File: src/rtl/bp_pkg.sv
// Shared definitions for the gshare/bimodal branch predictor.
//   bp_mode_t      : indexing scheme selector (PC only, or PC xor GHR)
//   BP_DEF_*       : default parameter values
//   BP_STAT_MAX    : saturation value of the statistics counters
//   bp_weak_nt()   : weakly-not-taken counter value for a given counter width
package bp_pkg;

  typedef enum logic {
    BP_BIMODAL = 1'b0,
    BP_GSHARE  = 1'b1
  } bp_mode_t;

  localparam int          BP_DEF_INDEX_BITS = 6;
  localparam int          BP_DEF_HIST_BITS  = 6;
  localparam int          BP_DEF_CTR_BITS   = 2;
  localparam logic [31:0] BP_STAT_MAX       = 32'hFFFF_FFFF;

  // 2^(ctr_bits-1)-1: the largest value whose MSB is still 0.
  function automatic logic [3:0] bp_weak_nt(input int ctr_bits);
    return 4'((1 << (ctr_bits - 1)) - 1);
  endfunction

endpackage

File: src/rtl/bp_pht.sv
// Pattern history table: an array of saturating counters.
//   clk, reset : clock, asynchronous active-high reset (all entries -> weakly-not-taken)
//   rd_idx     : combinational read address
//   rd_ctr     : counter value at rd_idx (pre-update value on a same-cycle write)
//   wr_en      : apply one saturating step at wr_idx on the next edge
//   wr_idx     : entry to update
//   wr_taken   : 1 = step up (saturate at max), 0 = step down (saturate at 0)
module bp_pht
  import bp_pkg::*;
#(
  parameter int INDEX_BITS = BP_DEF_INDEX_BITS,
  parameter int CTR_BITS   = BP_DEF_CTR_BITS
) (
  input  logic                  clk,
  input  logic                  reset,
  input  logic [INDEX_BITS-1:0] rd_idx,
  output logic [CTR_BITS-1:0]   rd_ctr,
  input  logic                  wr_en,
  input  logic [INDEX_BITS-1:0] wr_idx,
  input  logic                  wr_taken
);

  localparam int                 ENTRIES  = 1 << INDEX_BITS;
  localparam logic [CTR_BITS-1:0] CTR_MAX  = '1;
  localparam logic [CTR_BITS-1:0] CTR_INIT = CTR_BITS'(bp_weak_nt(CTR_BITS));

  logic [CTR_BITS-1:0] ctr_q [ENTRIES];
  logic [CTR_BITS-1:0] ctr_d [ENTRIES];

  // Reads see the registered array, so a same-cycle write is not forwarded.
  assign rd_ctr = ctr_q[rd_idx];

  always_comb begin
    ctr_d = ctr_q;
    if (wr_en) begin
      if (wr_taken && (ctr_q[wr_idx] != CTR_MAX)) begin
        ctr_d[wr_idx] = ctr_q[wr_idx] + CTR_BITS'(1);
      end else if (!wr_taken && (ctr_q[wr_idx] != '0)) begin
        ctr_d[wr_idx] = ctr_q[wr_idx] - CTR_BITS'(1);
      end
    end
  end

  always_ff @(posedge clk or posedge reset) begin
    if (reset) begin
      for (int i = 0; i < ENTRIES; i++) begin
        ctr_q[i] <= CTR_INIT;
      end
    end else begin
      ctr_q <= ctr_d;
    end
  end

endmodule

File: src/rtl/branch_predictor_gshare.sv
// Global-history branch predictor (gshare, or bimodal when MODE=BP_BIMODAL).
//   clk, reset     : clock, asynchronous active-high reset
//   lookup_en      : fetch holds a branch lookup this cycle
//   pc_f           : fetch PC
//   pred_taken_f   : prediction (MSB of the indexed counter), combinational
//   pred_idx_f     : PHT index used, carried down the pipe for the update
//   ghr_f          : GHR before this lookup's shift, carried down the pipe
//   update_en      : a branch resolved this cycle
//   update_idx     : carried pred_idx_f of the resolving branch
//   update_ghr     : carried ghr_f of the resolving branch
//   update_taken   : resolved outcome
//   mispred        : resolving branch was mispredicted
//   stats_clear    : synchronous clear of both statistics counters
//   branch_count   : resolved branches (saturating)
//   mispred_count  : mispredicted branches (saturating)
//
// Qualifier semantics: there is no backpressure. lookup_en and update_en are
// single-cycle valid strobes that are consumed on the clock edge at which they
// are high; mispred, update_* and the lookup outputs are meaningful only while
// their strobe is high.
module branch_predictor_gshare
  import bp_pkg::*;
#(
  parameter int       INDEX_BITS = BP_DEF_INDEX_BITS,
  parameter int       HIST_BITS  = BP_DEF_HIST_BITS,
  parameter int       CTR_BITS   = BP_DEF_CTR_BITS,
  parameter bp_mode_t MODE       = BP_GSHARE
) (
  input  logic                  clk,
  input  logic                  reset,
  input  logic                  lookup_en,
  input  logic [31:0]           pc_f,
  output logic                  pred_taken_f,
  output logic [INDEX_BITS-1:0] pred_idx_f,
  output logic [HIST_BITS-1:0]  ghr_f,
  input  logic                  update_en,
  input  logic [INDEX_BITS-1:0] update_idx,
  input  logic [HIST_BITS-1:0]  update_ghr,
  input  logic                  update_taken,
  input  logic                  mispred,
  input  logic                  stats_clear,
  output logic [31:0]           branch_count,
  output logic [31:0]           mispred_count
);

  logic [HIST_BITS-1:0]  ghr_q, ghr_d;
  logic [31:0]           branch_count_q, branch_count_d;
  logic [31:0]           mispred_count_q, mispred_count_d;
  logic [INDEX_BITS-1:0] base_idx;
  logic [INDEX_BITS-1:0] lookup_idx;
  logic [CTR_BITS-1:0]   rd_ctr;

  // PC bits outside the index window do not take part in the lookup.
  logic unused_pc_bits;
  assign unused_pc_bits = ^{pc_f[31:INDEX_BITS+2], pc_f[1:0]};

  // Word-aligned PC bits form the base index; gshare folds in the history.
  assign base_idx = pc_f[INDEX_BITS+1:2];

  always_comb begin
    lookup_idx = base_idx;
    if (MODE == BP_GSHARE) begin
      lookup_idx = base_idx ^ INDEX_BITS'(ghr_q);
    end
  end

  bp_pht #(
    .INDEX_BITS (INDEX_BITS),
    .CTR_BITS   (CTR_BITS)
  ) u_pht (
    .clk      (clk),
    .reset    (reset),
    .rd_idx   (lookup_idx),
    .rd_ctr   (rd_ctr),
    .wr_en    (update_en),
    .wr_idx   (update_idx),
    .wr_taken (update_taken)
  );

  assign pred_taken_f = rd_ctr[CTR_BITS-1];
  assign pred_idx_f   = lookup_idx;
  assign ghr_f        = ghr_q;

  // History shift. Concatenating one bit and truncating back to HIST_BITS
  // drops the oldest bit; with HIST_BITS=1 this leaves just the new bit.
  // A misprediction rebuilds history from the resolving branch's snapshot
  // and overrides any speculative shift from a same-cycle lookup.
  always_comb begin
    ghr_d = ghr_q;
    if (update_en && mispred) begin
      ghr_d = HIST_BITS'({update_ghr, update_taken});
    end else if (lookup_en) begin
      ghr_d = HIST_BITS'({ghr_q, pred_taken_f});
    end
  end

  // Statistics: saturating increments, clear wins over a same-cycle increment.
  always_comb begin
    branch_count_d  = branch_count_q;
    mispred_count_d = mispred_count_q;
    if (stats_clear) begin
      branch_count_d  = '0;
      mispred_count_d = '0;
    end else if (update_en) begin
      if (branch_count_q != BP_STAT_MAX) begin
        branch_count_d = branch_count_q + 32'd1;
      end
      if (mispred && (mispred_count_q != BP_STAT_MAX)) begin
        mispred_count_d = mispred_count_q + 32'd1;
      end
    end
  end

  always_ff @(posedge clk or posedge reset) begin
    if (reset) begin
      ghr_q           <= '0;
      branch_count_q  <= '0;
      mispred_count_q <= '0;
    end else begin
      ghr_q           <= ghr_d;
      branch_count_q  <= branch_count_d;
      mispred_count_q <= mispred_count_d;
    end
  end

  assign branch_count  = branch_count_q;
  assign mispred_count = mispred_count_q;

endmodule

File: config.mk
export PLATFORM = sky130hd
export DESIGN_NAME = branch_predictor_gshare
export DESIGN_NICKNAME = d
export VERILOG_FILES = /design/src/rtl/bp_pkg.sv /design/src/rtl/bp_pht.sv /design/src/rtl/branch_predictor_gshare.sv
export SDC_FILE = /design/constraint.sdc
export NUM_CORES = 1
export LEC_CHECK = 0
export BUFFER_PORTS_ARGS = -buffer_cell sky130_fd_sc_hd__clkbuf_2
export CAP_MARGIN = 20
export CORE_MARGIN = 4
export CORE_UTILIZATION = 61
export DETAILED_ROUTE_END_ITERATION = 7
export HOLD_SLACK_MARGIN = 0.12
export PLACE_DENSITY = 0.86
export SYNTH_ARGS = -nofsm -noshare
export SYNTH_HDL_FRONTEND = slang
export SYNTH_SLANG_ARGS = --single-unit
File: constraint.sdc
create_clock -name clk -period 15.1 [get_ports clk]
set_clock_uncertainty 0.05 [all_clocks]
set_input_delay 3.02 -clock clk [delete_from_list [all_inputs] [get_ports clk]]
set_output_delay 3.02 -clock clk [all_outputs]
set_load 0.05 [all_outputs]
==> impl_results.rst, run 1 <==
.. list-table::
   :header-rows: 1

   * - Metric
     - Value
   * - DRC Markers
     - 0
   * - Initial drt markers
     - 777
   * - HP Class
     - reg -> reg
   * - Number of nets in the final layout
     - 1075
   * - Power Dens Cells
     - 115.7 nW/um^2
   * - Worst reg-to-reg path cell count
     - 14
   * - Detailed-route via count
     - between 8000 and 9000
   * - Peak supply drop
     - between 0.09 and 0.1 mV
   * - Flops & latches, synth
     - about 200
   * - Clock buffer count from CTS
     - 17
   * - Starting density of the core
     - 62.20%
   * - Final weighted congestion in routability-driven placement
     - 0.9410
   * - Unrepaired setup endpoints after global routing
     - false
   * - Number of global-route vias before repair
     - 8103
   * - Std-Cell Rows
     - 48
   * - Sequential share of the synthesized area
     - 46.97%
   * - Count of mapped cells out of synthesis
     - 943
   * - Vertical die dimension
     - 140.6 microns
   * - Final hold violations
     - 0
   * - Total global routing overflow
     - 0
   * - Avg Synthesized Cell Area
     - 11.37 sq um
   * - Clock H-tree levels
     - 4
   * - Cell with the largest stage delay on the worst path
     - sky130_fd_sc_hd__inv_1
   * - Time the worst path needs with I/O delays and setup
     - a little under 9 ns
   * - Total Power
     - 0.001379 W
   * - Maxcap violations
     - 0
   * - Post-Syn Area
     - 10720 sq um
   * - Minimum setup slack among reg-to-reg paths
     - around 11 ns
   * - Endpoint with the worst hold slack
     - u_pht.ctr_q[17]$_DFFE_PP0P_
   * - Clock tree buffer depth
     - 2
   * - Number of buffers inserted by port buffering
     - 100
   * - Dominant register cell in the synthesized netlist
     - sky130_fd_sc_hd__dfrtp_1
   * - # IOs
     - 128
   * - Post-DP HPWL
     - roughly 18000 microns
   * - Cell seen most often among critical-path stages
     - sky130_fd_sc_hd__clkbuf_2
   * - Fraction of layout cells with a size suffix above 1
     - 33.01%
   * - Clk Latency, worst-skew pair
     - 0.44 ns
   * - Worst Path Arrival
     - 5.70 ns
   * - TritonCTS Sinks
     - 198
   * - Total number of yosys warnings
     - 0
   * - Share of the cycle needed by the critical path after routing
     - 58.05%
   * - Area share of the largest cell type after synthesis
     - 31.28%
   * - Cell type with the largest total area after synthesis
     - sky130_fd_sc_hd__dfrtp_1
   * - Setup violation total in the final timing report
     - 0
   * - Detail-routed via count per cell
     - 6.416
   * - Total nets after synthesis
     - about 1000
   * - Average routed wire per standard cell
     - 21.22 microns
   * - Worst-path fanout max
     - 14
   * - Pre-Repair DR Iteration Count
     - 6
   * - Leading cell types by total area after synthesis
     - sky130_fd_sc_hd__dfrtp_1 (31%), sky130_fd_sc_hd__dfstp_2 (16%), sky130_fd_sc_hd__mux2_2 (10%)
   * - Die W
     - 140.6 microns
   * - Critical path type
     - in -> out
   * - Detail Route Antenna Nets
     - 0
   * - Diode count
     - 0
   * - Capturing element type of the critical path
     - output port
   * - Worst setup SP type
     - primary input
   * - Minimum setup slack in the final design
     - 6.334 ns
   * - Number of flops mapped to enable cells by yosys
     - 0
   * - Worst slack, placed
     - between 6 and 7 ns
   * - Setup repair bufs after CTS
     - 0
   * - Total of hold buffers inserted after clock tree synthesis
     - 0
   * - Share of flip-flops with an asynchronous set or reset after synthesis
     - 100.0%
   * - Combined global-route utilization of all metal layers
     - 27.61%
   * - Clock edge transition at the registers on the reported setup and hold paths
     - approximately 0.070 ns
   * - Wire length of the first global-routing pass
     - 43310 microns
   * - Clock Root Buffer
     - sky130_fd_sc_hd__clkbuf_16
   * - Run status
     - finished clean
   * - Highest achievable clock rate
     - about 110 MHz
   * - Number of cells on the worst hold path
     - 1
   * - Start point of the worst min-delay path
     - u_pht.ctr_q[17]$_DFFE_PP0P_
   * - Max-slew violation total from the final report
     - 0
   * - Post-synthesis to final-layout area growth
     - 11.17%
   * - R2R Path End
     - u_pht.ctr_q[113]$_DFFE_PP0P_
   * - Number of antenna violations at the first check in global routing
     - 0
   * - Actual slew at the worst max-slew pin
     - about 1.1 ns
   * - CTS tree
     - built
   * - Final setup TNS
     - 0 ns
   * - Worst slew margin
     - 25.40%
   * - Largest delay share family, worst path
     - buffers and inverters
   * - Leakage power summed over all cells
     - around 5.2 nW
   * - Sequence of cells on the critical path
     - clkbuf_2, xnor2_1, inv_1, or3_1, o211ai_1, a211oi_1, a32oi_1, and2_1, clkbuf_2
   * - Worst hold slack
     - 0.4893 ns
   * - Required arrival time at the worst endpoint
     - 12.03 ns
   * - Core Box Area
     - 17240 sq um
   * - Resized Gates After CTS
     - 0
   * - Distinct cell type count after synthesis
     - 63
   * - Maximum number of pins on one net before global-route repair
     - 131
   * - Total Die Area
     - roughly 20000 sq um
   * - Final wirelength
     - approximately 27000 microns
   * - CP Buf/Inv Count
     - 3
   * - Biggest cell delay along the critical path
     - 0.49 ns
-- layout make-up --
class / count / area (sq um)
flip-flops and latches: 198 / 5035
fillers: 1193 / 5319
well taps: 225 / 281.5
clock inverters: 11 / 138.9
repair buffers: 110 / 583.1
clock buffers: 21 / 440.4
inverters: 11 / 48.80
multi-input cells: 682 / 5390
-- layer usage --
| layer | vias up | routed length (microns) | part of all wire, % | global-route usage (%) |
|---|---|---|---|---|
| li1 | 3576 | - | - | - |
| met1 | 4033 | 10950 | 41 | 37.72 |
| met2 | 383 | 12440 | 47 | 42.49 |
| met3 | 79 | 2503 | 9.4 | 8.057 |
| met4 | 0 | 805 | 3.0 | 9.740 |
| met5 | - | 0 | 0 | 0 |
-- cells in the mapped netlist (7+ instances only) --
library cell               number
sky130_fd_sc_hd__buf_2         10
sky130_fd_sc_hd__inv_1         11
sky130_fd_sc_hd__nand4_1       11
sky130_fd_sc_hd__nand3_1       36
sky130_fd_sc_hd__nor4_1         9
sky130_fd_sc_hd__o21ai_0       14
sky130_fd_sc_hd__and3_1        16
sky130_fd_sc_hd__a21oi_1       14
sky130_fd_sc_hd__nand2_1       42
sky130_fd_sc_hd__xor2_1        33
sky130_fd_sc_hd__mux2i_1       47
sky130_fd_sc_hd__mux4_2        22
sky130_fd_sc_hd__o211ai_1       9
sky130_fd_sc_hd__mux2_1        38
sky130_fd_sc_hd__and4_1        12
sky130_fd_sc_hd__clkbuf_1      27
sky130_fd_sc_hd__nor2_1       148
sky130_fd_sc_hd__nor3_1         7
sky130_fd_sc_hd__mux2_2        95
sky130_fd_sc_hd__a211oi_1      10
sky130_fd_sc_hd__o22ai_1       13
sky130_fd_sc_hd__xnor2_1       28
sky130_fd_sc_hd__dfrtp_1      134
sky130_fd_sc_hd__dfstp_2       64
-- per-stage QoR --
step           utilization [%]  cell area [sq um]  cells
2_1_floorplan                -              10720    943
3_3_place_gp             65.69              11320   1225
3_5_place_dp             65.69              11320   1225
4_1_cts                  69.05              11900   1257
5_1_grt                  69.14              11920   1258
6_report                 69.14              11920   1258
-- worst max path at each step --
stage / startpoint / endpoint / slack, ns / depth (start not counted)
2_1_floorplan: reset / branch_count[0]$_DFFE_PP0P_ / 6.74 / 1
3_3_place_gp: pc_f[3] / pred_taken_f / 6.49 / 9
3_5_place_dp: pc_f[3] / pred_taken_f / 6.41 / 9
4_1_cts: pc_f[3] / pred_taken_f / 6.45 / 9
5_1_grt: pc_f[3] / pred_taken_f / 6.20 / 9
6_report: pc_f[3] / pred_taken_f / 6.33 / 9
-- cell families after synthesis --
kind of cell,count (synthesis),share of synthesized area [%]
simple gates,320,14.36
mux,205,23.61
flops,198,46.97
compound gates,92,6.536
buf+inv,63,3.081
xor+xnor,61,4.984
fa+ha+maj,4,0.4669
-- power by group --
part | leakage, nW | internal [W] | switching, W | total, W
logic | 2.44 | 0.000107 | 0.000173 | 0.000281
registers | 2.50 | 0.000601 | 0.0000381 | 0.000640
clock network | 0.281 | 0.000249 | 0.000210 | 0.000459
total | 5.23 | 0.000957 | 0.000422 | 0.00138
-- worst register-to-register path, stage by stage, from the launching register on --
cell and delay, ns:
sky130_fd_sc_hd__dfstp_2 0.37, sky130_fd_sc_hd__mux2_4 0.26, sky130_fd_sc_hd__and3_4 0.18, sky130_fd_sc_hd__o41ai_2 0.35, sky130_fd_sc_hd__o211ai_1 0.25, sky130_fd_sc_hd__nor4_4 0.21, sky130_fd_sc_hd__buf_4 0.36, sky130_fd_sc_hd__inv_1 0.08
sky130_fd_sc_hd__ha_1 0.20, sky130_fd_sc_hd__nor2b_1 0.22, sky130_fd_sc_hd__o21ai_0 0.18, sky130_fd_sc_hd__nor2_1 0.23, sky130_fd_sc_hd__nand3_1 0.56, sky130_fd_sc_hd__nor2_1 0.45, sky130_fd_sc_hd__mux2_2 0.38
-- placed cells by master (no fill, tap or decap), drive strengths merged, types with 3 or more instances in the layout --
cell / count
a2111oi: 4
a211oi: 10
a21oi: 14
a22oi: 3
and2: 4
and3: 17
and4: 12
buf: 10
clkbuf: 121
dfrtp: 134
dfstp: 64
ha: 4
inv: 17
mux2: 134
mux2i: 47
mux4: 24
nand2: 42
nand2b: 3
nand3: 37
nand3b: 6
nand4: 11
nor2: 148
nor2b: 6
nor3: 7
nor4: 10
o2111ai: 6
o211ai: 9
o21ai: 14
o22a: 3
o22ai: 13
or2: 5
or3: 5
or3b: 3
xnor2: 28
xor2: 33
Note: power is estimated with default switching activity, not from simulation.
==> run 2, diff against run 1 <==
CORE_UTILIZATION = 59   (was 61)
PLACE_DENSITY = 0.84   (was 0.86)
clock period = 9.16 ns   (was 15.1 ns; I/O delays follow)
==> impl_results.rst, run 2 (synthesis results as in run 1) <==
.. list-table::
   :header-rows: 1

   * - Metric
     - Value
   * - Count of fill cells added during filler insertion
     - 1322 (was 1193)
   * - Detail-routed via count per cell
     - 6.365 (was 6.416)
   * - Total of hold buffers inserted after clock tree synthesis
     - 0 (unchanged)
   * - Starting density of the core
     - 59.88% (was 62.20%)
   * - CTS tree
     - built (unchanged)
   * - Final hold violations
     - 0 (unchanged)
   * - Leakage power summed over all cells
     - 5.191 nW (was 5.225 nW)
   * - Critical path type
     - in -> out (unchanged)
   * - Setup violation total in the final timing report
     - 0 (unchanged)
   * - Worst Path Arrival
     - 4.56 ns (was 5.70 ns)
   * - Highest achievable clock rate
     - 155.2 MHz
   * - HP Class
     - reg -> reg (unchanged)
   * - Sequence of cells on the critical path
     - clkbuf_2, xnor2_1, inv_1, or3_1, o211ai_1, a211oi_1, a32oi_1, and2_1, clkbuf_2 (unchanged)
   * - Detailed-route via count
     - 8013 (was 8071)
   * - Final setup TNS
     - 0 ns (unchanged)
   * - Initial drt markers
     - 691 (was 777)
   * - Std-Cell Rows
     - 49 (was 48)
   * - Max-slew violation total from the final report
     - 0 (unchanged)
   * - Minimum setup slack in the final design
     - 2.715 ns (was 6.334 ns)
   * - Die W
     - 142.8 microns (was 140.6 microns)
   * - Vertical die dimension
     - 142.8 microns (was 140.6 microns)
   * - Most frequent standard cell in the layout excluding fill and tap cells
     - sky130_fd_sc_hd__nor2_1 (unchanged)
   * - Cell with the largest stage delay on the worst path
     - sky130_fd_sc_hd__or3_1 (was sky130_fd_sc_hd__inv_1)
   * - Clock tree buffer depth
     - 2 (unchanged)
   * - Post-Layout Inst Area
     - 11870 sq um (was 11920 sq um)
   * - Biggest cell delay along the critical path
     - 0.51 ns (was 0.49 ns)
   * - Final wirelength
     - 26850 microns (was 26690 microns)
   * - Fraction of layout cells with a size suffix above 1
     - 33.01% (about the same)
   * - Actual slew at the worst max-slew pin
     - 1.085 ns (was 1.117 ns)
   * - Power Dens Cells
     - 188.1 nW/um^2 (was 115.7 nW/um^2)
   * - Core Box Area
     - 17900 sq um (was 17240 sq um)
   * - Resized Gates After CTS
     - 0 (unchanged)
   * - Start point of the worst min-delay path
     - u_pht.ctr_q[101]$_DFFE_PP0P_ (was u_pht.ctr_q[17]$_DFFE_PP0P_)
   * - Average routed wire per standard cell
     - 21.33 microns (was 21.22 microns)
   * - Total global routing overflow
     - 0 (unchanged)
   * - Wire length of the first global-routing pass
     - 43810 microns (was 43310 microns)
   * - Number of global-route vias before repair
     - 8188 (was 8103)
   * - Diode count
     - 0 (unchanged)
   * - Final core utilization
     - 66.31% (was 69.14%)
   * - Clk Latency, worst-skew pair
     - 0.44 ns (about the same)
   * - Number of buffers inserted by port buffering
     - 100 (unchanged)
   * - Clock buffer count from CTS
     - 17 (unchanged)
   * - Worst slack, placed
     - 2.590 ns (was 6.407 ns)
   * - Capturing element type of the critical path
     - output port (unchanged)
   * - Peak supply drop
     - 0.2056 mV (was 0.09877 mV)
   * - Most frequent cells in the layout
     - sky130_fd_sc_hd__nor2_1 (148), sky130_fd_sc_hd__dfrtp_1 (134), sky130_fd_sc_hd__clkbuf_2 (100) (unchanged)
   * - Final weighted congestion in routability-driven placement
     - 0.9413 (was 0.9410)
   * - Finished Layout Cells
     - 1259 (was 1258)
   * - Required arrival time at the worst endpoint
     - 7.28 ns (was 12.03 ns)
   * - DRC Markers
     - 0 (unchanged)
   * - TritonCTS Sinks
     - 198 (unchanged)
   * - Pre-Repair DR Iteration Count
     - 6 (unchanged)
   * - Setup repair bufs after CTS
     - 0 (unchanged)
   * - Maxcap violations
     - 0 (unchanged)
   * - Share of the cycle needed by the critical path after routing
     - about 70%
   * - Minimum setup slack among reg-to-reg paths
     - 4.93 ns (was 10.66 ns)
   * - Cell seen most often among critical-path stages
     - sky130_fd_sc_hd__clkbuf_2 (unchanged)
   * - Time the worst path needs with I/O delays and setup
     - 6.445 ns
   * - Worst slew margin
     - 27.55% (was 25.40%)
   * - Detail Route Antenna Nets
     - 0 (unchanged)
   * - Critical Path Source
     - pc_f[3] (unchanged)
   * - Worst-path fanout max
     - 14 (unchanged)
   * - Post-DP HPWL
     - 17990 microns (was 17590 microns)
   * - Run status
     - finished clean (unchanged)
   * - Total Die Area
     - 20390 sq um (was 19760 sq um)
   * - Unrepaired setup endpoints after global routing
     - false (unchanged)
   * - Clock H-tree levels
     - 4 (unchanged)
   * - Maximum number of pins on one net before global-route repair
     - 149 (was 131)
   * - Dpl cells
     - 1227 (was 1225)
   * - Post-synthesis to final-layout area growth
     - 10.73% (was 11.17%)
   * - Instance area after placement
     - 11310 sq um (was 11320 sq um)
   * - Clock edge transition at the registers on the reported setup and hold paths
     - 0.07 ns (about the same)
   * - # IOs
     - 128 (unchanged)
   * - Clock Root Buffer
     - sky130_fd_sc_hd__clkbuf_16 (unchanged)
   * - Number of antenna violations at the first check in global routing
     - 0 (unchanged)
   * - Combined global-route utilization of all metal layers
     - 27.25% (was 27.61%)
   * - Number of nets in the final layout
     - 1072 (was 1075)
   * - Worst setup SP type
     - primary input (unchanged)
==> run 2: cell types whose count changed in the layout (fill, tap and decap cells not counted), moves of 2 or more <==
cell / previous run / this run
sky130_fd_sc_hd__clkinvlp_4: 1 / 4
sky130_fd_sc_hd__buf_4: 9 / 7
sky130_fd_sc_hd__clkbuf_1: 4 / 2
sky130_fd_sc_hd__clkinv_2: 1 / 3
sky130_fd_sc_hd__inv_6: 4 / 2
==> run 2: cell type report <==
| type | instances | area [sq um] | area share [%] |
|---|---|---|---|
| Inverter | 11 | 48.80 | 0.4111 |
| Tap cell | 229 | 286.5 | 2.414 |
| Timing Repair Buffer | 107 | 553.0 | 4.659 |
| Multi-Input combinational cell | 682 | 5390 | 45.41 |
| Clock inverter | 13 | 123.9 | 1.044 |
| Sequential cell | 198 | 5035 | 42.42 |
| Clock buffer | 19 | 432.9 | 3.647 |
==> run 2: final timing paths <==
check / cells after the start / end
setup reg to reg: 10 / u_pht.ctr_q[105]$_DFFE_PP0P_
hold / removal: 1 / u_pht.ctr_q[101]$_DFFE_PP0P_
setup / recovery: 9 / pred_taken_f
hold reg to reg: 1 / u_pht.ctr_q[101]$_DFFE_PP0P_
min in group asynchronous: 2 / u_pht.ctr_q[97]$_DFFE_PP0P_
max in group asynchronous: 3 / mispred_count[28]$_DFFE_PP0P_
==> run 2: where the power goes <==
part           internal [W]  switching [W]
clock network      0.000379       0.000346
registers          0.000991      0.0000630
logic              0.000171       0.000284
total               0.00154       0.000692
==> run 2: through the flow <==
| step | power [W] | hold WS (ns) |
|---|---|---|
| 2_1_floorplan | 0.001394 | 0.4418 |
| 3_3_place_gp | 0.001495 | 0.4563 |
| 3_5_place_dp | 0.001516 | 0.4667 |
| 4_1_cts | 0.002239 | 0.4840 |
| 5_1_grt | 0.002318 | 0.5047 |
| 6_report | 0.002233 | 0.4780 |
==> run 2: per-layer routing <==
| metal | up-vias | wire length, microns | share of wire [%] | global-route usage (%) |
|---|---|---|---|---|
| li1 | 3573 | - | - | - |
| met1 | 3963 | 11020 | 41 | 37.21 |
| met2 | 417 | 12660 | 47 | 42.83 |
| met3 | 60 | 2499 | 9.3 | 7.636 |
| met4 | 0 | 664 | 2.5 | 8.354 |
| met5 | - | 0 | 0 | 0 |
==> run 2: critical path: cells and delay by family <==
kind	cells	cell delay, ns
buf+inv	3	0.89
simple gates	2	0.71
compound gates	3	0.64
xor+xnor	1	0.50
